<file path="src/rtl/elevator_motion_ctrl.sv">
`default_nettype none
// ============================================================================
// Module   : elevator_motion_ctrl
// Brief    : Floor-by-floor car motion controller stepped by the divider's slow
//            level, with latched requests, timed door and divider enable.
//            Optional emergency stop: define MOTION_ESTOP_EN.
// Revision : 1.0 - initial release
// ============================================================================
module elevator_motion_ctrl #(
  parameter int N_FLOORS   = 8,
  parameter int FLOOR_W    = 3,
  parameter int DOOR_TICKS = 3
) (
  input  logic                clk,
  input  logic                rst,
  input  logic                slow_lvl,
  input  logic [N_FLOORS-1:0] req,
`ifdef MOTION_ESTOP_EN
  input  logic                estop,
  output logic                halted,
`endif
  output logic                div_en,
  output logic [FLOOR_W-1:0]  floor,
  output logic                dir_up,
  output logic                moving,
  output logic                door_open,
  output logic [N_FLOORS-1:0] pending
);

  localparam int                 CNT_W     = (DOOR_TICKS > 1) ? $clog2(DOOR_TICKS) : 1;
  localparam logic [CNT_W-1:0]   DOOR_LOAD = CNT_W'(DOOR_TICKS - 1);
  localparam logic [FLOOR_W-1:0] TOP_FLOOR = FLOOR_W'(N_FLOORS - 1);

  localparam logic [1:0] S_IDLE = 2'd0;
  localparam logic [1:0] S_UP   = 2'd1;
  localparam logic [1:0] S_DOWN = 2'd2;
  localparam logic [1:0] S_DOOR = 2'd3;

  logic estop_w;
`ifdef MOTION_ESTOP_EN
  assign estop_w = estop;
`else
  assign estop_w = 1'b0;
`endif

  logic [1:0]          state, state_n;
  logic [FLOOR_W-1:0]  floor_n;
  logic                dir_n;
  logic [CNT_W-1:0]    door_cnt, cnt_n;
  logic [N_FLOORS-1:0] clr;
  logic                moving_q;

  // armed blocks a step on a level that was already high when reset released
  logic slow_q, armed, step;
  assign step = slow_lvl & ~slow_q & armed & ~estop_w;

  always_ff @(posedge clk) begin
    if (rst) begin
      slow_q <= 1'b0;
      armed  <= 1'b0;
    end else begin
      slow_q <= slow_lvl;
      armed  <= armed | ~slow_lvl;
    end
  end

  logic [N_FLOORS-1:0] here_oh, up_oh, dn_oh;
  logic                above, below, above_up, below_dn;

  always_comb begin
    here_oh  = '0;
    up_oh    = '0;
    dn_oh    = '0;
    above    = 1'b0;
    below    = 1'b0;
    above_up = 1'b0;
    below_dn = 1'b0;
    for (int i = 0; i < N_FLOORS; i++) begin
      here_oh[i] = (i == int'(floor));
      up_oh[i]   = (i == int'(floor) + 1);
      dn_oh[i]   = (i == int'(floor) - 1);
      if (i > int'(floor))     above    = above    | pending[i];
      if (i < int'(floor))     below    = below    | pending[i];
      if (i > int'(floor) + 1) above_up = above_up | pending[i];
      if (i < int'(floor) - 1) below_dn = below_dn | pending[i];
    end
  end

  logic hit_here, hit_up, hit_dn, req_here;
  assign hit_here = |(pending & here_oh);
  assign hit_up   = |(pending & up_oh);
  assign hit_dn   = |(pending & dn_oh);
  assign req_here = |(req & here_oh);

  always_comb begin
    state_n = state;
    floor_n = floor;
    dir_n   = dir_up;
    cnt_n   = door_cnt;
    clr     = '0;
    case (state)
      S_IDLE: begin
        if (step) begin
          if (hit_here) begin
            state_n = S_DOOR;
            clr     = here_oh;
            cnt_n   = DOOR_LOAD;
          end else if (above & (dir_up | ~below)) begin
            state_n = S_UP;
            dir_n   = 1'b1;
          end else if (below) begin
            state_n = S_DOWN;
            dir_n   = 1'b0;
          end
        end
      end
      S_UP: begin
        if (step) begin
          if (floor == TOP_FLOOR) begin
            state_n = S_IDLE;
          end else begin
            floor_n = floor + 1'b1;
            if (hit_up) begin
              state_n = S_DOOR;
              clr     = up_oh;
              cnt_n   = DOOR_LOAD;
            end else if (!above_up) begin
              state_n = S_IDLE;
            end
          end
        end
      end
      S_DOWN: begin
        if (step) begin
          if (floor == '0) begin
            state_n = S_IDLE;
          end else begin
            floor_n = floor - 1'b1;
            if (hit_dn) begin
              state_n = S_DOOR;
              clr     = dn_oh;
              cnt_n   = DOOR_LOAD;
            end else if (!below_dn) begin
              state_n = S_IDLE;
            end
          end
        end
      end
      default: begin
        clr = here_oh;
        // a call at the open floor keeps the door open instead of latching
        if (req_here & ~estop_w) begin
          cnt_n = DOOR_LOAD;
        end else if (step) begin
          if (door_cnt == '0) state_n = S_IDLE;
          else                cnt_n   = door_cnt - 1'b1;
        end
      end
    endcase
  end

  always_ff @(posedge clk) begin
    if (rst) begin
      state     <= S_IDLE;
      floor     <= '0;
      dir_up    <= 1'b1;
      door_cnt  <= '0;
      pending   <= '0;
      moving_q  <= 1'b0;
      door_open <= 1'b0;
    end else begin
      state     <= state_n;
      floor     <= floor_n;
      dir_up    <= dir_n;
      door_cnt  <= cnt_n;
      pending   <= (pending | req) & ~clr;
      moving_q  <= (state_n == S_UP) | (state_n == S_DOWN);
      door_open <= (state_n == S_DOOR);
    end
  end

  assign moving = moving_q & ~estop_w;
  assign div_en = (state != S_IDLE) | (|pending) | (|req);

`ifdef MOTION_ESTOP_EN
  always_ff @(posedge clk) begin
    if (rst) halted <= 1'b0;
    else     halted <= estop;
  end
`endif

endmodule
`default_nettype wire
</file>
<file path="config.mk">
export PLATFORM = sky130hd
export DESIGN_NAME = elevator_motion_ctrl
export DESIGN_NICKNAME = d
export VERILOG_FILES = /design/src/rtl/elevator_motion_ctrl.sv
export SDC_FILE = /design/constraint.sdc
export NUM_CORES = 1
export LEC_CHECK = 0
export CAP_MARGIN = 20
export CORE_MARGIN = 2
export CORE_UTILIZATION = 40
export CTS_CLUSTER_DIAMETER = 30
export DETAILED_ROUTE_END_ITERATION = 10
export PLACE_DENSITY = 0.62
export SLEW_MARGIN = 20
export SYNTH_ARGS = -nofsm -noshare
export SYNTH_HDL_FRONTEND = slang
export SYNTH_SLANG_ARGS = --single-unit
</file>
<file path="constraint.sdc">
create_clock -name clk -period 4.44 [get_ports clk]
set_input_delay 0.444 -clock clk [delete_from_list [all_inputs] [get_ports clk]]
set_output_delay 0.444 -clock clk [all_outputs]
set_load 0.02 [all_outputs]
</file>
Word-level counts from Yosys, hierarchy flattened

Cells that the tools add are included.
W data, S select, Z words.

Output and inout port bits: 15
Register bits: 20
Bits of input ports: 11

Bitwise gates (word level): 45
Magnitude comparators: 30
Eq/ne operators: 36
Reductions and logical operators: 19
Add/sub/neg operators: 5
Mux-type cells: 74

Operators with widths:

| cell                  | number |
|---|---|
| $eq A4 B32 Y1 const A | 4 |
| $gt A4 B32 Y1 const A | 3 |
| $eq A3 B32 Y1 const A | 2 |
| $gt A3 B32 Y1 const A | 2 |
| $logic_not A32 Y1     | 2 |
| $mux W8               | 8 |
| $mux W2               | 26 |
| $reduce_or A8 Y1      | 6 |
| $and A8 B8 Y8         | 5 |
| $eq A2 B32 Y1 const A | 1 |
| $gt A1 B32 Y1 const A | 1 |
| $gt A2 B32 Y1 const A | 1 |
| $mux W1               | 32 |
| $or A1 B1 Y1          | 31 |
| $pmux W8 S3           | 1 |
| $eq A4 B4 Y1 const A  | 4 |
| $lt A4 B4 Y1 const A  | 4 |
| $ne A2 B2 Y1 const B  | 8 |
| $eq A3 B3 Y1 const A  | 4 |
| $gt A3 B3 Y1 const A  | 4 |
| $mux W3               | 4 |
| $pmux W2 S3           | 2 |
| $reduce_and A10 Y1    | 1 |
| $lt A3 B3 Y1 const A  | 3 |
| 31 further kinds      | 50 |

Longest topological paths before layout

Gate-level depths: netlist (run 1).

Depth in word-level cells: 24
Depth in mapped cells: 15
Gate-level depth less buffers: 14

Least setup slack after synthesis (run 1)

Ideal clock, no wire load.

Kind: register -> register
Start point: register floor[0]
End point: register moving_q, in the netlist moving
Stages on the path, launching flop included: 16
Path buffers: 1
Data arrival time: 3.419 ns
Clock period less this slack: 3.547 ns
Required time: 4.312 ns
Setup slack: 0.893 ns
Path through: dfxtp_1 > buf_2 > inv_1 > ha_1 > or2_2 > o21ai_1 > and2_1 > ha_1 > nand2_1 > o2111ai_1 > a22oi_1 > nor2_1 > a2111oi_1 > o32ai_1 > ha_1 > nor2b_1

Cells in the longest elaborated chain, start to end: 24
Elaborated cells between the ends (all ways): 142
Those cells by class: add/sub (2); order compare (30); eq/ne (24); mux (44); bitwise (34); reduce/logical (8)

RTL lines:

| what                                           | line     | source |
|---|---|---|
| from (decl)                                    | 23       | `output logic [FLOOR_W-1:0] floor,` |
| from (signal assigned)                         | 173      | `floor <= floor_n;` |
| $add A3 B1 Y4 or $sub A3 B1 Y4 (tied branches) | -        |  |
| $gt A1 B32 Y1 or $lt A1 B4 Y1 (tied branches)  | 84, 85   |  |
| $mux W1 (on tied branches)                     | 84, 85   |  |
| $or A1 B1 Y1 (on tied branches)                | 84, 85   |  |
| $mux W1 (on tied branches)                     | 84, 85   |  |
| $or A1 B1 Y1 (on tied branches)                | 84, 85   |  |
| $mux W1 (on tied branches)                     | 84, 85   |  |
| $or A1 B1 Y1 (on tied branches)                | 84, 85   |  |
| (+9 left out)                                  | -        |  |
| $mux W2 (on tied branches)                     | 127, 143 |  |
| $mux W2 (on tied branches)                     | 123, 139 |  |
| $mux W2 (on tied branches)                     | 119, 135 |  |
| $mux W2 (on tied branches)                     | 118, 134 |  |
| $pmux W2 S3 (*)                                | 101      | `case (state)` |
| via state_n[1]                                 | 46       | `logic [1:0] state, state_n;` |
| $eq A2 B1 Y1 or $eq A2 B2 Y1 (tied branches)   | 177      | `moving_q <= (state_n == S_UP) \| (state_n == S_DOWN);` |
| $or A1 B1 Y1 (*)                               | 177      |  |
| to (signal assigned)                           | 177      |  |
| to (decl)                                      | 51       | `logic moving_q;` |

Mark *: on every way through the listed nets, which the timed path passes. The rest lies on a longest branch.
A chain may end at the register's enable or synchronous reset.

Worst setup path in the final report (run 1)

Ends and elaborated chain as after synthesis.

==> results of run 1 <==
## layout by cell type (no fill, tap or decap), types with 4 or more instances in the layout
master,count
nor2_1,27
clkdlybuf4s50_1,25
dfxtp_1,20
a21oi_1,18
nand2_1,17
inv_1,16
ha_1,16
o21ai_0,12
nor2b_1,10
a211oi_1,9
nand3_1,8
nand2b_1,6
and3_1,5
a32o_1,5
nand4_1,5
nor3_1,4
a222oi_1,4
a31oi_1,4
a22oi_1,4
buf_4,4
## sequential cells by signal, summed over array words and instances, names as in the netlist
name / count
armed: 1
dir_up: 1
door_cnt: 2
door_open: 1
floor: 3
moving: 1
pending: 8
slow_q: 1
state: 2
## power breakdown
group | total, uW | internal [uW] | switching [uW]
Combinational | 486 | 191 | 294
Sequential | 242 | 200 | 41.4
Clock | 195 | 121 | 74.7
## routing by layer
layer	GRT usage, %	wire length (um)	vias up
li1	-	-	1067
met1	31.86	3119	1097
met2	38.41	3102	86
met3	2.607	359	11
met4	5.091	89	0
met5	0	0	-
## stage by stage
stage                     utilization (%)  hold WS [ns]
after floorplan                         -        0.4635
after global placement              46.15        0.4829
after detailed placement            46.15        0.4896
after CTS                           47.56        0.5019
after global routing                47.56        0.5297
final                               47.56        0.4987
## kinds of logic after synthesis
| kind of cell | Yosys count |
|---|---|
| multiplexers | 3 |
| flip-flops | 20 |
| adder cells (fa/ha/maj) | 16 |
| buffers and inverters | 37 |
| AO/OA/AOI/OAI | 94 |
| XOR/XNOR | 3 |
| AND/OR/NAND/NOR | 102 |
## worst max-delay path, stage by stage (launching register included)
cell	delay, ns
dfxtp_1	0.66
inv_1	0.30
ha_1	0.33
or2_2	0.30
o21ai_1	0.28
and2_1	0.18
ha_1	0.22
nand2_1	0.08
o2111ai_1	0.11
a22oi_1	0.25
nor2_1	0.06
a2111oi_1	0.47
o32ai_1	0.15
ha_1	0.30
nor2b_1	0.12
## final cells by class
class	count	share of cell area (%)
Sequential cell	20	16.59
Timing Repair Buffer	29	11.61
Multi-Input combinational cell	218	62.57
Clock buffer	3	1.711
Clock inverter	1	1.244
Tap cell	70	3.629
Inverter	17	2.644
## final timing paths
path,from,to,slack (ns)
min reg2reg,door_cnt[1],door_cnt[1],0.50
min,door_cnt[1],door_cnt[1],0.50
max,floor[0],moving,0.47
max reg2reg,floor[0],moving,0.47
==> metrics.cfg, run 1 <==
[placement]
post_dp_cell_area_um2 = 2342
dpl.hpwl_mm = 4.813
pre_cts_ws_ns = 0.5095
numPlacedInstances = 354
port_buffers = 25
gp_congestion = 0.9693

[layout]
antenna_cells = 0
area_delta_synth_final_pct = 15.30
final_cell_area_um2 = 2414
multi_input_area_um2 = 1510
fill_cells = 532
final_cells = 358
final_nets = 316
drive_above_1_share_pct = 5.903
regArea_um2 = 400.4

[synthesis]
syn_nets = 302
synth-async-reset-ratio_pct = 0
synthXorXnorAreaFrac_pct = 1.255
synth_ff_type = dfxtp_1
netlist_top_cells_count = 27 x nor2_1, 20 x dfxtp_1, 18 x a21oi_1, 17 x nand2_1
yosys.area_share.simple_pct = 25.82
synth-adder-area-share_pct = 9.564
post-synth-top-count-cell = nor2_1
ys_ff_latch = 20
synth_edf_count = 0
synth_compound_area_share_pct = 33.95
synth.top_cell.area_share_pct = 19.13
synth_mux_area_share_pct = 1.554
netlist_area_um2 = 2093
ys_seq_area_share_pct = 19.13
synthTopCellsByArea = dfxtp_1 19%, ha_1 9.6%, nor2_1 4.8%, a21oi_1 4.3%, a211oi_1 3.2%
synth_largest_area_cell = dfxtp_1
avgSynthCellArea_um2 = 7.612
synth_top_family_by_area = compound AO/OA/AOI/OAI gates
yosysWarnings = 0
synth_cells = 275
yosysUniqueCellTypes = 63

[clock_tree]
ctsHoldBuffers = 0
cts.sinks = 20
cts.clk_slew.worst_paths_ns = 0.09
htree_num_levels = 1
cts_buffers = 3
ctsResizeCount = 0
cts_tree = built
clock_latency_ns = 0.27
clock_tree.buffer_depth = 2
cts_root_buffer = clkbuf_8
post_cts_buffers = 0

[floorplanning]
core_um2 = 5075
die_w_um = 76.34
initial_core_util_pct = 41.25
die_h_um = 76.34
die_area_um2 = 5828
ios = 26
placement_rows = 26

[routing]
routed_wirelength_mm = 6.671
via_per_inst = 6.316
num_vias = 2261
drc = 0
ant_nets = 0
wl_per_cell_um = 18.63
drt-pass1-iter-count = 5
drt_iter0_drc = 304

[timing]
slew_viol_final = 0
finalCritPeriodShare_pct = 89.48
tightest_slew_ns = 0.8697
max_slew_margin_pct = 41.84
fin_crit_ns = 3.973
fmax_mhz = 251.7
hold_viol = 0
rsz0062_at_grt = false
setup_viol = 0
fin_skew_ns = 0.004529
fin_tns_setup_ns = 0
fin_ws_ns = 0.4671

[worst_setup_path]
start_kind = register
r2r.worst_path.cells = 14
worst_setup_path_end_kind = register
crit_path_max_fanout = 16
critical_path_arrival_ns = 4.11
crit_required_ns = 4.57
critPathKind = reg -> reg

[run_status]
status = completed

[flow_run]
drv_cap = 0

[grt]
grt_max_degree = 24
grt_overflow = 0
antenna_found_initial = 0
track_usage_pct = 23.01
grt_pass1_wl_mm = 10.91
grt_pass1_vias = 2062

[pwr]
finalPower_uw = 922.7
leakagePower_uw = 0.0009224
ir_worst_vdd_v = 0.0002294
powerDensity_nw_per_um2 = 382.3

[hold_path]
holdPathStages = 2
hold_path_class = reg -> reg

(Power assumes the default switching activity.)
==> inputs of run 2 (changes only) <==
- CORE_UTILIZATION: 40 -> 56
- CTS_CLUSTER_SIZE: default -> 16
- PLACE_DENSITY: 0.62 -> 0.81
==> metrics.cfg, run 2 (synthesis results as in run 1) <==
[run_status]
status = completed  ; unchanged

[layout]
drive_above_1_share_pct = 5.245  ; was 5.903%
final_cell_area_um2 = 2371  ; was 2414 um^2
top_register = pending  ; unchanged
antenna_cells = 0  ; unchanged
final_cell_mix = 27 x nor2_1, 25 x clkdlybuf4s50_1, 20 x dfxtp_1, 18 x a21oi_1, 17 x nand2_1  ; unchanged
largest_reg_flops = 8  ; unchanged
fill_cells = 320  ; was 532
top_regs = pending (8), floor (3)  ; unchanged
mostFrequentLayoutCell = nor2_1  ; unchanged
final_nets = 314  ; was 316
area_delta_synth_final_pct = 13.27  ; was 15.30%
final_cells = 334  ; was 358

[worst_setup_path]
crit_required_ns = 4.57  ; about the same
critPathKind = reg -> reg  ; unchanged
critical_path_arrival_ns = 4.09  ; was 4.11 ns
start_kind = register  ; unchanged
worst_setup_path_end_kind = register  ; unchanged
slowest_stage = dfxtp_1  ; unchanged
reg2reg_to = moving  ; unchanged
crit_path_max_fanout = 15  ; was 16
timing.rr.start = floor[1]  ; was floor[0]
reg2reg_slack_ns = 0.48  ; was 0.47 ns
r2r.worst_path.cells = 14  ; unchanged
crit_top_cell = ha_1  ; unchanged
crit_buf_inv = 1  ; unchanged
crit_family = compound AO/OA/AOI/OAI gates  ; unchanged
critPathMaxStageDelay_ns = 0.64  ; was 0.66 ns
path_cells = clkinv_1 -> ha_1 -> or2_2 -> o21ai_1 -> and2_1 -> ha_1 -> nand2_1 -> o2111ai_1 -> a22oi_1 -> nor2_1 -> a2111oi_1 -> o32ai_1 -> ha_1 -> nor2b_1  ; was inv_1 -> ha_1 -> or2_2 -> o21ai_1 -> and2_1 -> ha_1 -> nand2_1 -> o2111ai_1 -> a22oi_1 -> nor2_1 -> a2111oi_1 -> o32ai_1 -> ha_1 -> nor2b_1

[timing]
fin_skew_ns = 0.002711  ; was 0.004529 ns
setup_viol = 0  ; unchanged
hold_viol = 0  ; unchanged
fin_crit_ns = 3.958  ; was 3.973 ns
fmax_mhz = 252.6  ; was 251.7 MHz
rsz0062_at_grt = false  ; unchanged
finalCritPeriodShare_pct = 89.15  ; was 89.48%
max_slew_margin_pct = 43.38  ; was 41.84%
fin_tns_setup_ns = 0  ; unchanged
tightest_slew_ns = 0.8466  ; was 0.8697 ns
slew_viol_final = 0  ; unchanged

[floorplanning]
core_um2 = 3633  ; was 5075 um^2
ios = 26  ; unchanged
initial_core_util_pct = 57.61  ; was 41.25%
die_area_um2 = 4243  ; was 5828 um^2
die_w_um = 65.14  ; was 76.34 um
die_h_um = 65.14  ; was 76.34 um
placement_rows = 22  ; was 26

[clock_tree]
cts_buffers = 3  ; unchanged
ctsResizeCount = 0  ; unchanged
cts.clk_slew.worst_paths_ns = 0.09  ; about the same
clock_latency_ns = 0.27  ; about the same
htree_num_levels = 1  ; unchanged
post_cts_buffers = 0  ; unchanged
cts.sinks = 20  ; unchanged
ctsHoldBuffers = 0  ; unchanged
clock_tree.buffer_depth = 2  ; unchanged
cts_tree = built  ; unchanged
cts_root_buffer = clkbuf_8  ; unchanged

[placement]
port_buffers = 25  ; unchanged
numPlacedInstances = 330  ; was 354
post_dp_cell_area_um2 = 2300  ; was 2342 um^2
gp_congestion = 0.9845  ; was 0.9693
dpl.hpwl_mm = 4.619  ; was 4.813 mm

[grt]
grt_overflow = 0  ; unchanged
grt_pass1_wl_mm = 10.46  ; was 10.91 mm
track_usage_pct = 31.76  ; was 23.01%
antenna_found_initial = 0  ; unchanged
grt_max_degree = 24  ; unchanged
grt_pass1_vias = 2168  ; was 2,062

[routing]
ant_nets = 0  ; unchanged
num_vias = 2337  ; was 2,261
wl_per_cell_um = 19.50  ; was 18.63 um
via_per_inst = 6.997  ; was 6.316
drc = 0  ; unchanged
drt-pass1-iter-count = 8  ; was 5
routed_wirelength_mm = 6.513  ; was 6.671 mm
drt_iter0_drc = 485  ; was 304

[pwr]
powerDensity_nw_per_um2 = 384.4  ; was 382.3 nW/um^2
power.net_switching_uw = 410.6  ; was 410.4 uW
p_clk_share_pct = 21.3  ; was 21.2%
leakagePower_uw = 0.0009137  ; was 0.0009224 uW
switching_share_pct = 45.05  ; was 44.48%
ir_worst_vdd_v = 0.0002264  ; was 0.0002294 V
seq_power_share_pct = 27.5  ; was 26.2%
comb_power_share_pct = 51.2  ; was 52.6%
finalPower_uw = 911.3  ; was 922.7 uW
internal_power_uw = 500.7  ; was 512.3 uW

[hold_path]
holdPathStages = 2  ; unchanged
min_from = armed  ; was door_cnt[1]
whs_endpoint = armed  ; was door_cnt[1]
hold_path_class = reg -> reg  ; unchanged

[flow_run]
drv_cap = 0  ; unchanged

==> run 2: metal layers <==
layer,GRT usage (%),share of wire (%)
met2,51.42,45
met1,40.98,40
met3,6.164,12
met5,0,0
met4,14.32,3.3
==> run 2: power by group through the flow <==
stage / clock network, uW / registers [uW] / logic [uW]
after floorplan: 0 / 241 / 338
after detailed placement: 0 / 251 / 450
after global placement: 0 / 250 / 445
final: 194 / 251 / 466
after CTS: 196 / 247 / 454
after global routing: 202 / 254 / 505
==> run 2: worst reg2reg max path: cells and delay by family (launching register included) <==
family                   cells  cell delay, ns
AO/OA/AOI/OAI                5            1.26
buffers and inverters        1            0.32
flip-flops                   1            0.64
adder cells (fa/ha/maj)      3            0.85
AND/OR/NAND/NOR              5            0.76
==> run 2: through the flow <==
| stage | setup WS [ns] | hold slack, ns | utilization, % |
|---|---|---|---|
| global route | 0.2639 | 0.5414 | 65.25 |
| global placement | 0.6900 | 0.4798 | 63.29 |
| floorplan | 0.8934 | 0.4635 | - |
| finish | 0.4817 | 0.4931 | 65.25 |
| CTS | 0.5165 | 0.4940 | 65.25 |
| detailed placement | 0.5530 | 0.4809 | 63.29 |
==> run 2: how the worst max path moves through the flow <==
stage / start / end / slack (ns) / cells past startpoint
floorplan: floor[0] / moving / 0.89 / 15
global placement: floor[1] / moving / 0.69 / 14
detailed placement: floor[1] / moving / 0.55 / 14
CTS: floor[1] / moving / 0.52 / 14
global route: floor[1] / moving / 0.26 / 14
finish: floor[1] / moving / 0.48 / 14
==> run 2: cell type report <==
type	count	area [um^2]	area share, %
clock buffer	3	41.29	1.741
sequential	20	400.4	16.89
clock inverter	1	30.03	1.266
timing repair buffer	27	265.3	11.19
tap	48	60.06	2.533
multi-input combinational	218	1510	63.69
inverter	17	63.81	2.691
